===== src/rtl/osc_meas_pkg.sv =====
// Shared types and default constants for the oscillator measurement scheduler.
package osc_meas_pkg;

  localparam int CNT_W_DEF      = 16;
  localparam int WINDOW_CYC_DEF = 1024;
  localparam int SETTLE_CYC_DEF = 16;
  localparam int SYNC_CYC_DEF   = 4;

  localparam logic SRC_INV  = 1'b0;
  localparam logic SRC_NAND = 1'b1;

  typedef enum logic [2:0] {
    ST_IDLE,
    ST_SETTLE,
    ST_GATE,
    ST_HOLD,
    ST_CAPTURE,
    ST_REPORT
  } state_t;

  function automatic int max3(input int a, input int b, input int c);
    int m;
    m = (a > b) ? a : b;
    return (m > c) ? m : c;
  endfunction

endpackage


===== src/rtl/osc_meas_timer.sv =====
// Loadable down-counter; done_o is high while the count sits at zero.
// Loading N yields N+1 cycles before done_o, so phases load their length minus one.
module osc_meas_timer #(
  parameter int W = 11
) (
  input  logic         clk,
  input  logic         rst_n,
  input  logic         load_i,
  input  logic [W-1:0] load_val_i,
  output logic         done_o
);

  logic [W-1:0] cnt_q, cnt_d;

  always_comb begin
    cnt_d = cnt_q;
    if (load_i) begin
      cnt_d = load_val_i;
    end else if (cnt_q != '0) begin
      cnt_d = cnt_q - 1'b1;
    end
  end

  always_ff @(posedge clk) begin
    if (!rst_n) begin
      cnt_q <= '0;
    end else begin
      cnt_q <= cnt_d;
    end
  end

  assign done_o = (cnt_q == '0);

endmodule


===== src/rtl/osc_meas_sched.sv =====
// Ring-oscillator measurement sequencer: settle, gate, hold, capture, then valid/ready report (holds until accepted).
// OSC_MEAS_AVG_EN: each result averages four windows on the same source.
module osc_meas_sched
  import osc_meas_pkg::*;
#(
  parameter int CNT_W      = CNT_W_DEF,
  parameter int WINDOW_CYC = WINDOW_CYC_DEF,
  parameter int SETTLE_CYC = SETTLE_CYC_DEF,
  parameter int SYNC_CYC   = SYNC_CYC_DEF
) (
  input  logic             clk,
  input  logic             rst_n,
  input  logic             run,
  input  logic             alt_mode,
  input  logic             osc_sel,
  input  logic [CNT_W-1:0] thr_set,
  input  logic [CNT_W-1:0] thr_clr,
  input  logic [CNT_W-1:0] cnt_val,
  output logic             en_inv_osc,
  output logic             en_nand_osc,
  output logic             cnt_clr,
  output logic             cnt_gate,
  output logic             res_valid,
  input  logic             res_ready,
  output logic [CNT_W-1:0] res_data,
  output logic             res_src,
  output logic             temp_warn
);

  localparam int TMR_W = $clog2(max3(WINDOW_CYC, SETTLE_CYC, SYNC_CYC) + 1);
  localparam logic [TMR_W-1:0] SETTLE_LD = TMR_W'(SETTLE_CYC - 1);
  localparam logic [TMR_W-1:0] WINDOW_LD = TMR_W'(WINDOW_CYC - 1);
  localparam logic [TMR_W-1:0] SYNC_LD   = TMR_W'(SYNC_CYC - 1);

  state_t           state_q, state_d;
  logic             src_q, src_d;
  logic             alt_q, alt_d;
  logic [CNT_W-1:0] res_data_q, res_data_d;
  logic             res_src_q, res_src_d;
  logic             warn_q, warn_d;
  logic             tmr_load, tmr_done;
  logic [TMR_W-1:0] tmr_val;
  logic             capture, last_win, osc_en;
  logic [CNT_W-1:0] result;

  osc_meas_timer #(.W(TMR_W)) u_timer (
    .clk        (clk),
    .rst_n      (rst_n),
    .load_i     (tmr_load),
    .load_val_i (tmr_val),
    .done_o     (tmr_done)
  );

`ifdef OSC_MEAS_AVG_EN
  logic [CNT_W+1:0] acc_q, acc_d, acc_sum;
  logic [1:0]       win_q, win_d;

  assign acc_sum  = acc_q + {2'b00, cnt_val};
  assign result   = acc_sum[CNT_W+1:2];
  assign last_win = (win_q == 2'd3);

  always_comb begin
    acc_d = acc_q;
    win_d = win_q;
    if (capture) begin
      if (last_win) begin
        acc_d = '0;
        win_d = '0;
      end else begin
        acc_d = acc_sum;
        win_d = win_q + 2'd1;
      end
    end
  end

  always_ff @(posedge clk) begin
    if (!rst_n) begin
      acc_q <= '0;
      win_q <= '0;
    end else begin
      acc_q <= acc_d;
      win_q <= win_d;
    end
  end
`else
  assign result   = cnt_val;
  assign last_win = 1'b1;
`endif

  always_comb begin
    state_d   = state_q;
    src_d     = src_q;
    alt_d     = alt_q;
    tmr_load  = 1'b0;
    tmr_val   = '0;
    capture   = 1'b0;
    osc_en    = 1'b0;
    cnt_clr   = 1'b0;
    cnt_gate  = 1'b0;
    res_valid = 1'b0;
    case (state_q)
      ST_IDLE: begin
        cnt_clr = 1'b1;
        if (run) begin
          state_d  = ST_SETTLE;
          tmr_load = 1'b1;
          tmr_val  = SETTLE_LD;
          src_d    = alt_mode ? alt_q : osc_sel;
        end
      end
      ST_SETTLE: begin
        osc_en  = 1'b1;
        cnt_clr = 1'b1;
        if (tmr_done) begin
          state_d  = ST_GATE;
          tmr_load = 1'b1;
          tmr_val  = WINDOW_LD;
        end
      end
      ST_GATE: begin
        osc_en   = 1'b1;
        cnt_gate = 1'b1;
        if (tmr_done) begin
          state_d  = ST_HOLD;
          tmr_load = 1'b1;
          tmr_val  = SYNC_LD;
        end
      end
      ST_HOLD: begin
        if (tmr_done) state_d = ST_CAPTURE;
      end
      ST_CAPTURE: begin
        capture = 1'b1;
        // Intermediate averaging windows loop back without re-picking the source.
        if (last_win) begin
          state_d = ST_REPORT;
        end else begin
          state_d  = ST_SETTLE;
          tmr_load = 1'b1;
          tmr_val  = SETTLE_LD;
        end
      end
      ST_REPORT: begin
        res_valid = 1'b1;
        if (res_ready) begin
          if (alt_mode) alt_d = ~alt_q;
          if (run) begin
            state_d  = ST_SETTLE;
            tmr_load = 1'b1;
            tmr_val  = SETTLE_LD;
            src_d    = alt_mode ? alt_d : osc_sel;
          end else begin
            state_d = ST_IDLE;
          end
        end
      end
      default: state_d = ST_IDLE;
    endcase
  end

  // Set rule is checked first so an inverted threshold pair still resolves deterministically.
  always_comb begin
    res_data_d = res_data_q;
    res_src_d  = res_src_q;
    warn_d     = warn_q;
    if (capture && last_win) begin
      res_data_d = result;
      res_src_d  = src_q;
      if (result < thr_set) begin
        warn_d = 1'b1;
      end else if (result > thr_clr) begin
        warn_d = 1'b0;
      end
    end
  end

  always_ff @(posedge clk) begin
    if (!rst_n) begin
      state_q    <= ST_IDLE;
      src_q      <= SRC_INV;
      alt_q      <= SRC_INV;
      res_data_q <= '0;
      res_src_q  <= SRC_INV;
      warn_q     <= 1'b0;
    end else begin
      state_q    <= state_d;
      src_q      <= src_d;
      alt_q      <= alt_d;
      res_data_q <= res_data_d;
      res_src_q  <= res_src_d;
      warn_q     <= warn_d;
    end
  end

  assign en_inv_osc  = osc_en && (src_q == SRC_INV);
  assign en_nand_osc = osc_en && (src_q == SRC_NAND);
  assign res_data    = res_data_q;
  assign res_src     = res_src_q;
  assign temp_warn   = warn_q;

endmodule


===== config.mk =====
export PLATFORM = sky130hd
export DESIGN_NAME = osc_meas_sched
export DESIGN_NICKNAME = d
export VERILOG_FILES = /design/src/rtl/osc_meas_pkg.sv /design/src/rtl/osc_meas_timer.sv /design/src/rtl/osc_meas_sched.sv
export SDC_FILE = /design/constraint.sdc
export NUM_CORES = 1
export LEC_CHECK = 0
export CORE_MARGIN = 2
export CORE_UTILIZATION = 55
export DETAILED_ROUTE_END_ITERATION = 12
export DONT_BUFFER_PORTS = 1
export PLACE_DENSITY = 0.7
export SYNTH_ARGS = -nofsm -noshare
export SYNTH_HDL_FRONTEND = slang
export SYNTH_SLANG_ARGS = --single-unit

===== constraint.sdc =====
create_clock -name clk -period 4.6 [get_ports clk]
set_clock_uncertainty 0.15 [all_clocks]
set_input_delay 0.46 -clock clk [delete_from_list [all_inputs] [get_ports clk]]
set_output_delay 0.46 -clock clk [all_outputs]
set_load 0.01 [all_outputs]

==> results of run 1 <==
[power groups by stage]
stage                     logic [mW]  clock network [mW]  registers [mW]
after floorplan                0.374                   0           0.379
after global placement         0.401                   0           0.401
after detailed placement       0.413                   0           0.400
after CTS                      0.416               0.231           0.395
after global routing           0.465               0.248           0.404
final                          0.416               0.227           0.396
[kinds of logic (layout without fill, tap and decap cells)]
family,count (synthesis),in the layout,synth area share [%]
AO/OA/AOI/OAI,71,71,21.2
XOR/XNOR,10,10,3.73
adder cells (fa/ha/maj),32,32,17.1
buffers and inverters,46,45,7.68
flip-flops,34,34,29.0
multiplexers,1,1,0.426
AND/OR/NAND/NOR,100,100,20.9
[through the flow]
stage | instance area (um2) | power (mW)
floorplan | 2350 | 0.753
global placement | 2370 | 0.802
detailed placement | 2370 | 0.814
CTS | 2460 | 1.04
global route | 2460 | 1.12
finish | 2460 | 1.04
[critical path: cells and delay by family (launching register included)]
family | cells | cell delay [ns]
flops | 1 | 0.32
compound gates | 3 | 0.63
fa+ha+maj | 1 | 0.20
buf+inv | 1 | 0.08
simple gates | 2 | 0.94
[layer usage]
layer	vias to the layer above	GRT usage (%)
li1	1002	-
met1	864	27.5
met2	60	35.3
met3	9	5.96
met4	0	6.75
met5	-	0
[path summary, 6_finish.rpt]
kind | from | end | slack (ns) | cells after the start
min reg2reg | res_data[0]$_SDFFE_PN0P_ | res_data[0]$_SDFFE_PN0P_ | 0.35 | 2
min | rst_n | state_q[0]$_SDFFE_PN0P_ | 0.15 | 2
max | u_timer.cnt_q[0]$_SDFFE_PN0P_ | u_timer.cnt_q[3]$_SDFFE_PN0P_ | 2.20 | 7
max reg2reg | u_timer.cnt_q[0]$_SDFFE_PN0P_ | u_timer.cnt_q[3]$_SDFFE_PN0P_ | 2.20 | 7
[state kept, by name, summed over array words and instances, names as in the netlist]
| signal | cells |
|---|---|
| res_data | 16 |
| u_timer.cnt_q | 11 |
| state_q | 3 |
| alt_q | 1 |
| res_src | 1 |
| src_q | 1 |
| temp_warn | 1 |
[area by class of cell]
| cell class | instances | share of cell area [%] |
|---|---|---|
| multi-input combinational | 214 | 60.4 |
| sequential | 34 | 27.7 |
| inverter | 37 | 5.65 |
| clock buffer | 7 | 3.51 |
| tap | 50 | 2.54 |
| clock inverter | 1 | 0.203 |
[synth_stat cells, types with 2 or more instances]
| master | instances |
|---|---|
| nand4_1 | 6 |
| o2111a_1 | 2 |
| and2_1 | 4 |
| o31ai_1 | 2 |
| inv_1 | 37 |
| xnor2_1 | 3 |
| ha_1 | 32 |
| clkbuf_1 | 7 |
| o21ai_4 | 2 |
| nand2b_1 | 2 |
| a211oi_1 | 2 |
| nor3_1 | 2 |
| a211o_1 | 2 |
| dfxtp_1 | 34 |
| o21ai_1 | 2 |
| a21oi_1 | 30 |
| o211ai_1 | 3 |
| xor2_1 | 7 |
| a2111oi_0 | 2 |
| nand2_1 | 49 |
| nor2b_1 | 7 |
| nor2_1 | 17 |
| nor4_1 | 2 |
| a21oi_2 | 6 |
| o21ai_0 | 8 |
==> reports/metrics.cfg, run 1 <==
[global_routing]
grt_pass1_vias=1974
grt_start_max_net_pins=26
antenna_found_initial=0
grt_usage_pct=21.6
grt_pass1_wl_mm=8.60
overflow=0

[route]
dr.pass1.iters=6
wl_met3_um=356
wl_met2_mm=2.26
highest_layer=met4
vias=1935
final_antenna_net_count=0
drt_iter0_markers=51
wl_per_cell_um=14.5
met1Wirelength_mm=2.30
vias_per_cell=5.64
route.detailed.drc=0
wl_mm=4.99

[clocking]
htree_levels=2
post_cts_resized=0
cts_num_sinks=34
clkSlewWorstSetupHoldPaths_ns=0.07
post_cts_buffers=0
cts_tree=built
clock_latency_ns=0.28
cts_root_buf=clkbuf_8
numCtsBuffers=5
clockBufferDepth=2
hold_buffers=0

[timing]
fin_tns_setup_ns=0
finalSetupViolCount=0
setup_ws_ns=2.20
whs_ns=0.149
rsz0062_at_grt=no
max-slew-margin-rel_pct=45.8
tightest_slew_ns=0.813
period_share_pct=52.3
fin_crit_ns=2.40
hold_viol=0
max_freq_mhz=416
slew_violations=0

[synth]
syn_inst=294
ys_seq_area_share_pct=29.0
ys_ff_latch=34
synth.largest_area_cell=dfxtp_1
yosys-top-cells-area=dfxtp_1, ha_1, nand2_1
netlist_area_mm2=0.00235
synth_flop_cell=dfxtp_1
synth_warnings=0
synth_edf_count=0
async_reset_ff_share_pct=0
syn_nets=380
synth_top_area_share_pct=29.0
synth_cell_types=49
avgSynthCellArea_um2=7.98

[place]
place_ws_ns=2.20
hpwlAfterDp_mm=3.95
io_buffers=0
place_congestion=0.802
placed_cells=335

[final_layout]
nNetsFinal=378
multi_input_area_mm2=0.00149
layout_common_cells=nand2_1, inv_1, dfxtp_1
utilization_pct=60.6
fin_cells=343
drive_gt1_share_pct=7.51
fillCellCount=374
regArea_um2=681
diodes=0
synthToLayoutAreaGrowth_pct=4.80
final_common_cell=nand2_1

[critical_path]
arrival_ns=2.46
cp-start-kind=flop
crit_type=reg -> reg
required_ns=4.65
cp_max_fo=7
cpPeakStageDelay_ns=0.53
worstSetupEndpointType=flop
path_cells=inv_1, ha_1, or4b_4, nor4_4, o311ai_4, a31o_1, a21oi_1
slowest_stage=or4b_4

[die]
fp.dieH_um=69.3
initial_utilization_pct=57.8
rows=23
die_x_um=69.3
ios=77
core_mm2=0.00406
die_area_mm2=0.00481

[pwr]
power_frac_clock_pct=21.8
p_seq_share_pct=38.1
power.share.switching_pct=38.3
vdd_drop_max_mv=0.256
p_switching_mw=0.398
power_leakage_nw=1.09
p_per_area_mw_per_mm2=422
combPwrFrac_pct=40.0
internal_power_mw=0.641

[outcome]
status=finished clean

[min_path]
hp-class=in -> reg

[flow_run]
drv_cap=0

Note: power is estimated with default switching activity, not from simulation.
==> run 2, diff against run 1 <==
Clock period 4.6 ns to 2.25 ns, I/O delays scaled along.
==> reports/metrics.cfg, run 2 (same netlist as run 1, synthesis figures left out) <==
[outcome]
status=finished clean

[critical_path]
worstSetupEndpointType=flop
endpoint=u_timer.cnt_q[2]$_SDFFE_PN0P_
crit_type=reg -> reg
r2r_start=u_timer.cnt_q[1]$_SDFFE_PN0P_
required_ns=2.29
r2r_cells=7
cp_max_fo=5
r2r_slack_ns=0.07
arrival_ns=2.22
cp-start-kind=flop
cp-startpoint=u_timer.cnt_q[1]$_SDFFE_PN0P_
reg2reg_to=u_timer.cnt_q[2]$_SDFFE_PN0P_

[place]
placed_cells=347
place_ws_ns=0.0382
io_buffers=0
hpwlAfterDp_mm=4.16
place_congestion=0.797

[timing]
tightest_slew_ns=0.589
fin_tns_setup_ns=0
setup_ws_ns=0.0701
max-slew-margin-rel_pct=59.7
fin_crit_ns=2.18
period_share_pct=96.9
max_freq_mhz=459
hold_viol=0
finalSetupViolCount=0
slew_violations=0

[die]
core_mm2=0.00406
die_x_um=69.3
rows=23
die_area_mm2=0.00481
fp.dieH_um=69.3
ios=77
initial_utilization_pct=57.8

[route]
dr.pass1.iters=4
vias_per_cell=5.57
wl_mm=5.45
final_antenna_net_count=0
vias=2089
wl_per_cell_um=14.5
route.detailed.drc=0
drt_iter0_markers=65

[global_routing]
overflow=0
grt_start_max_net_pins=19
antenna_found_initial=0
grt_pass1_vias=2171
grt_pass1_wl_mm=9.47
grt_usage_pct=24.1

[final_layout]
diodes=0
layout_common_cells=nand2_1, inv_1, dfxtp_1
synthToLayoutAreaGrowth_pct=17.7
nNetsFinal=411
fin_cells=375
utilization_pct=68.1
largest_reg_flops=16
final_common_cell=nand2_1
drive_gt1_share_pct=13.2

[min_path]
hp-class=in -> reg

[clocking]
htree_levels=2
cts_num_sinks=34
clkSlewWorstSetupHoldPaths_ns=0.07
clock_latency_ns=0.29
numCtsBuffers=5
cts_tree=built
clockBufferDepth=2
cts_root_buf=clkbuf_8

[pwr]
power_leakage_nw=1.23
vdd_drop_max_mv=0.489
p_total_mw=2.35
p_per_area_mw_per_mm2=849

[flow_run]
drv_cap=0

[run 2: changes by cell type in the layout (fill, tap and decap cells not counted), moves of 2 or more]
cell	change
dlygate4sd3_1	+18
inv_2	+2
dfxtp_1	-2
dfxtp_2	+2
inv_1	-2
buf_4	+15
[run 2: through the flow]
stage	hold slack, ns	instance area [um2]
final	0.0119	2760
after global routing	0.0409	2760
after CTS	0.0133	2720
after detailed placement	0.207	2460
after global placement	0.199	2460
after floorplan	0.197	2350
[run 2: metal layers]
layer	vias to the layer above	GRT usage (%)	routed length, um
met3	13	7.12	311
met2	55	39.4	2580
met1	948	28.7	2400
li1	1073	-	-
met4	0	12.0	156
met5	-	0	0
[run 2: worst min path at each step]
| stage | slack [ns] | to | start | depth (start not counted) |
|---|---|---|---|---|
| 2_1_floorplan | 0.20 | u_timer.cnt_q[2]$_SDFFE_PN0P_ | rst_n | 1 |
| 3_3_place_gp | 0.20 | u_timer.cnt_q[2]$_SDFFE_PN0P_ | rst_n | 1 |
| 3_5_place_dp | 0.21 | u_timer.cnt_q[2]$_SDFFE_PN0P_ | rst_n | 1 |
| 4_1_cts | 0.01 | alt_q$_SDFFE_PN0P_ | res_ready | 3 |
| 5_1_grt | 0.04 | alt_q$_SDFFE_PN0P_ | res_ready | 3 |
| 6_report | 0.01 | alt_q$_SDFFE_PN0P_ | res_ready | 3 |
[run 2: repair_timing]
item / in CTS / in global routing
hold buffers: 18 / 0
buffers inserted: 0 / 3
setup endpoints to repair: 0 / 10
endpoints found under the hold margin: 27 / 0
gates resized for setup: 0 / 7
[run 2: final cells by class]
cell class	count	area (um2)
clock buffers	7	76.3
inverters	37	139
well taps	50	62.6
flip-flops and latches	34	683
multi-input cells	214	1510
repair buffers	33	293
fillers	338	1290
[run 2: power breakdown]
part           internal [mW]  switching [mW]
registers              0.698           0.111
clock network          0.213           0.216
logic                  0.559           0.549
[run 2: critical path, stage by stage, from the launching register on]
cell and delay, ns:
dfxtp_2 0.33, inv_2 0.07, ha_4 0.13, or4b_4 0.45, or4_4 0.57, a21oi_2 0.16, o21ai_1 0.06, and2_1 0.15
